--- src/rtl/fifo_seq_pkg.sv ---
// ============================================================================
// Module  : fifo_seq_pkg
// Brief   : Shared state encoding and default widths for the readout sequencer
// Revision: 1.0 - initial release
// ============================================================================
`default_nettype none

package fifo_seq_pkg;

  localparam int DEF_N        = 6;
  localparam int DEF_FRAMES_W = 16;

  typedef enum logic [2:0] {
    ST_IDLE       = 3'd0,
    ST_WAIT_FRAME = 3'd1,
    ST_READ       = 3'd2,
    ST_DRAIN      = 3'd3,
    ST_FINISH     = 3'd4
  } seq_state_t;

endpackage

`default_nettype wire

--- src/rtl/slot_index_counter.sv ---
// ============================================================================
// Module  : slot_index_counter
// Brief   : Wrapping slot index counter with clear, enable and last-slot flag
// Revision: 1.0 - initial release
// ============================================================================
`default_nettype none

module slot_index_counter #(
  parameter int N = 6
) (
  input  logic         clk,
  input  logic         rst,
  input  logic         clear,
  input  logic         enable,
  input  logic [N-1:0] wrap,
  output logic [N-1:0] index,
  output logic         is_last
);

  logic [N-1:0] r_index;

  always_ff @(posedge clk or posedge rst) begin
    if (rst) begin
      r_index <= '0;
    end else if (clear) begin
      r_index <= '0;
    end else if (enable) begin
      r_index <= is_last ? '0 : r_index + 1'b1;
    end
  end

  assign index   = r_index;
  assign is_last = (r_index == wrap);

endmodule

`default_nettype wire

--- src/rtl/fifo_readout_sequencer.sv ---
// ============================================================================
// Module  : fifo_readout_sequencer
// Brief   : Frame-by-frame readout of a slot memory with valid/ready output
// Revision: 1.0 - initial release
// ============================================================================
`default_nettype none

module fifo_readout_sequencer
  import fifo_seq_pkg::*;
#(
  parameter int N        = DEF_N,
  parameter int FRAMES_W = DEF_FRAMES_W
) (
  input  logic                clk,
  input  logic                rst,
  input  logic                start,
  input  logic                abort,
  input  logic [N-1:0]        maxindex,
  input  logic [FRAMES_W-1:0] nframes,
  input  logic                frame_avail,
  output logic                rd_en,
  output logic [N-1:0]        rd_index,
  output logic                out_valid,
  input  logic                out_ready,
  output logic                frame_ack,
  output logic [FRAMES_W-1:0] frame_count,
  output logic                busy,
  output logic                done
);

  seq_state_t          r_state;
  seq_state_t          w_state_nxt;
  logic [N-1:0]        r_maxindex;
  logic [FRAMES_W-1:0] r_nframes;
  logic [FRAMES_W-1:0] r_frame_count;
  logic [FRAMES_W-1:0] w_count_inc;
  logic                r_out_valid;
  logic                w_accept;
  logic                w_rd_en;
  logic                w_frame_ack;
  logic                w_done;
  logic                w_clear;
  logic                w_is_last;

  assign w_count_inc = r_frame_count + 1'b1;

  // Abort overrides every other decision, including a same-cycle start.
  always_comb begin
    w_state_nxt = r_state;
    w_accept    = 1'b0;
    w_rd_en     = 1'b0;
    w_frame_ack = 1'b0;
    w_done      = 1'b0;
    if (abort) begin
      w_state_nxt = ST_IDLE;
    end else begin
      case (r_state)
        ST_IDLE: begin
          if (start) begin
            w_accept    = 1'b1;
            w_state_nxt = ST_WAIT_FRAME;
          end
        end
        ST_WAIT_FRAME: begin
          if (frame_avail) begin
            w_state_nxt = ST_READ;
          end
        end
        ST_READ: begin
          w_rd_en = !r_out_valid || out_ready;
          if (w_rd_en && w_is_last) begin
            w_state_nxt = ST_DRAIN;
          end
        end
        ST_DRAIN: begin
          if (r_out_valid && out_ready) begin
            w_frame_ack = 1'b1;
            if ((r_nframes != '0) && (w_count_inc == r_nframes)) begin
              w_state_nxt = ST_FINISH;
            end else begin
              w_state_nxt = ST_WAIT_FRAME;
            end
          end
        end
        ST_FINISH: begin
          w_done      = 1'b1;
          w_state_nxt = ST_IDLE;
        end
        default: begin
          w_state_nxt = ST_IDLE;
        end
      endcase
    end
  end

  always_ff @(posedge clk or posedge rst) begin
    if (rst) begin
      r_state <= ST_IDLE;
    end else begin
      r_state <= w_state_nxt;
    end
  end

  always_ff @(posedge clk or posedge rst) begin
    if (rst) begin
      r_maxindex    <= '0;
      r_nframes     <= '0;
      r_frame_count <= '0;
    end else if (w_accept) begin
      r_maxindex    <= maxindex;
      r_nframes     <= nframes;
      r_frame_count <= '0;
    end else if (w_frame_ack) begin
      r_frame_count <= w_count_inc;
    end
  end

  // One word in flight at most: a fresh strobe refills the slot being drained.
  always_ff @(posedge clk or posedge rst) begin
    if (rst) begin
      r_out_valid <= 1'b0;
    end else if (abort) begin
      r_out_valid <= 1'b0;
    end else if (w_rd_en) begin
      r_out_valid <= 1'b1;
    end else if (out_ready) begin
      r_out_valid <= 1'b0;
    end
  end

  assign w_clear = abort || (r_state == ST_IDLE) || (r_state == ST_WAIT_FRAME);

  slot_index_counter #(
    .N(N)
  ) u_slot_index (
    .clk    (clk),
    .rst    (rst),
    .clear  (w_clear),
    .enable (w_rd_en),
    .wrap   (r_maxindex),
    .index  (rd_index),
    .is_last(w_is_last)
  );

  assign rd_en       = w_rd_en;
  assign out_valid   = r_out_valid;
  assign frame_ack   = w_frame_ack;
  assign frame_count = r_frame_count;
  assign busy        = (r_state != ST_IDLE);
  assign done        = w_done;

endmodule

`default_nettype wire

--- config.mk ---
export PLATFORM = sky130hd
export DESIGN_NAME = fifo_readout_sequencer
export DESIGN_NICKNAME = d
export VERILOG_FILES = /design/src/rtl/fifo_seq_pkg.sv /design/src/rtl/slot_index_counter.sv /design/src/rtl/fifo_readout_sequencer.sv
export SDC_FILE = /design/constraint.sdc
export NUM_CORES = 1
export LEC_CHECK = 0
export CORE_UTILIZATION = 42
export DETAILED_ROUTE_END_ITERATION = 10
export PLACE_DENSITY = 0.68
export RECOVER_POWER = 100
export SYNTH_ARGS = -nofsm -noshare
export SYNTH_HDL_FRONTEND = slang
export SYNTH_SLANG_ARGS = --single-unit
--- constraint.sdc ---
create_clock -name clk -period 2.1 [get_ports clk]
set_input_delay 0.315 -clock clk [delete_from_list [all_inputs] [get_ports clk]]
set_output_delay 0.315 -clock clk [all_outputs]
set_load 0.02 [all_outputs]
==> summary.txt <==
Place
  – Port bufs: 54
  – Area after DPL: approximately 3600 sq um
  – Hpwl dp: approximately 5000 um
  – GPL Wtd Cong: 0.8364

Synth
  – Synth cell types: 42
  – Mapped Avg Cell Area: roughly 9.6 sq um
  – EDFF count, synth: 0
  – Async SR Flop Fraction: 1.000
  – Post-synthesis sequential area ratio: 0.4388
  – Syn Nets: ~310
  – Top post-synthesis cells by area: dfrtp_1 (44%), mux2_2 (9.5%), xnor2_1 (6.4%)
  – Yosys warns: 0
  – Area leader, netlist: dfrtp_1
  – Ys flop type: dfrtp_1
  – Synthesized area: around 2700 sq um
  – Synth top area share: 0.4388
  – Mapped Cells: roughly 280
  – Post-synthesis register bit count: 48

Timing
  – Clk_skew: ~11 ps
  – Worst slew pin tran: between 1000 and 1500 ps
  – Fmax: roughly 480 MHz
  – Final Cycle Share: 0.9959
  – Minimum clock period after layout: ~2100 ps
  – Slew Limit Fails: 0
  – Rel. slew slack: 0.2119
  – Hold slack: around 530 ps
  – Final Hold Viols: 0
  – RSZ-0062 raised after global routing: true
  – Final setup violation count: 0

Setup path
  – Setup Crit Path Kind: reg -> reg
  – Worst Setup End Kind: flop
  – Required @ worst endpoint: about 2300 ps
  – CP max FO: 5
  – CP arrival: 2290 ps
  – Startpoint class of the critical path: flop

CTS
  – Worst-path clk slew: ~100 ps
  – Cts hold-fix bufs: 0
  – H-tree depth: 2
  – Clock latency on the worst-skew pair: between 300 and 400 ps
  – CTS tree: done
  – Sink Count: 48
  – CTS root buf: clkbuf_8
  – Number of CTS-inserted buffers: 5
  – CTS max path bufs: 2

Worst hold path
  – Hold Path Class: reg -> reg

Drt
  – Initial DRC Count: roughly 150
  – Drt wl/cell: between 10 and 15 um
  – Via density: 5.411
  – WL final: 6569 um
  – Drt pass-1 iters: 4
  – Total number of vias: ~2.4k
  – Routed Antenna Nets: 0
  – DRC: 0

Global route
  – Antenna violations before repair: 0
  – Vias in the first global route: approximately 2.2k
  – GRT Total Usage: 0.2095
  – Grt total ovfl: 0
  – First-pass GRT wire length: 10,800 um
  – Largest net degree at the start of global routing: a little under 50

Floorplan
  – IO Pins: 55
  – # rows: 29
  – Starting density of the core: 0.4336
  – Die height: ~83 um
  – CORE AREA: around 6300 sq um
  – Full die area: about 7000 sq um
  – Die width: slightly above 80 um

Layout
  – Share of cells above drive strength 1: 0.2310
  – Most common cell after layout, fill and taps aside: dfrtp_1
  – Inserted Diodes: 0
  – Most frequent cells in the layout: dfrtp_1 (39), buf_4 (33), clkdlybuf4s50_1 (32)
  – Nets: 397
  – Final Instance Area: about 3700 sq um
  – Syn-to-layout area delta: 35.47%

Power
  – Peak supply drop: 480.7 uV
  – Static Leak: between 0.0015 and 0.002 uW
  – PD cells: slightly above 600 nW/um^2
  – Final Total Pwr: 2302 uW

Outcome
  – Status: finished, final reports clean

Run
  – Number of max-cap violations: 0
[power by group]
group	switching, uW	internal [uW]	total, uW	leakage [uW]
logic	213	297	510	0.000957
clock network	334	276	610	0.0000522
registers	131	1050	1180	0.000605
[cell families (layout without fill, tap and decap cells)]
logic type      Yosys count  in the layout  synth area share
xor+xnor                 30             30           0.09598
simple gates            107            107            0.2125
compound gates           55             55            0.1184
flops                    48             48            0.4388
fa+ha+maj                 2              2          0.009139
mux                      24             24           0.09826
buf+inv                  18            102           0.02696
[flip-flops by register name, summed over array words and instances (netlist names)]
name                flops
frame_count            16
out_valid               1
r_maxindex              6
r_nframes              16
r_state                 3
u_slot_index.index      6
[metal layers]
layer | up-vias | GRT usage | wire (um)
li1 | 1192 | - | -
met1 | 1166 | 0.3100 | 3303
met2 | 44 | 0.3230 | 3002
met3 | 6 | 0.03297 | 202
met4 | 0 | 0.04138 | 60
met5 | - | 0 | 0
[what timing repair did]
action | CTS | global route
pin swaps | 2 | 0
resized for setup | 6 | 1
cloned | 0 | 0
endpoints found under the setup margin | 4 | 2
setup buffers | 1 | 0
[final timing paths]
kind	startpoint	end	slack [ps]	cells past startpoint
hold / removal	frame_count[8]	frame_count[8]	530	1
min in group asynchronous	rst	r_maxindex[5]	820	3
setup / recovery	frame_count[1]	r_state[0]	9	8
setup reg to reg	frame_count[1]	r_state[0]	9	8
hold reg to reg	frame_count[8]	frame_count[8]	530	1
max in group asynchronous	rst	frame_count[9]	480	3
[critical path: stages, from the launching register on]
cell and delay, ps:
dfrtp_2 440, buf_4 160, and4_2 260, and3_1 180, o21ai_0 130, a31oi_1 130
nor4_2 280, nand4_1 180, a41o_1 220
[cells in the mapped netlist, types with 2 or more instances]
library cell	count
a21oi_1	5
a22o_1	2
a31oi_1	2
and2_1	4
and3_1	5
and4_1	3
buf_2	5
clkbuf_1	10
dfrtp_1	48
ha_1	2
inv_1	2
mux2_2	23
nand2_1	23
nand2b_1	2
nand3_1	10
nand4_1	8
nor2_1	27
nor2b_1	3
nor3_1	3
nor4_1	7
o21ai_0	21
o21ai_1	11
o31ai_1	8
or3_1	3
or3b_1	2
xnor2_1	20
xor2_1	10
[metrics by stage]
step | cells | util | setup TNS (ps) | setup WS, ps
3_3_place_gp | 436 | 0.5753 | -1323 | -122.5
6_report | 445 | 0.5874 | 0 | 8.705
2_1_floorplan | 284 | - | -0.1705 | -0.1705
5_1_grt | 445 | 0.5874 | -83.07 | -83.07
3_5_place_dp | 436 | 0.5753 | -2086 | -157.1
4_1_cts | 445 | 0.5924 | 0 | 2.044
[area by class of cell]
class	count	area [sq um]
timing repair buffer	91	795.8
clock buffer	6	82.58
sequential	48	1212
fill	575	2605
tap	77	96.34
multi-input combinational	218	1493
clock inverter	2	17.52
inverter	3	11.26
No activity file was read; power rests on OpenSTA's default activity.
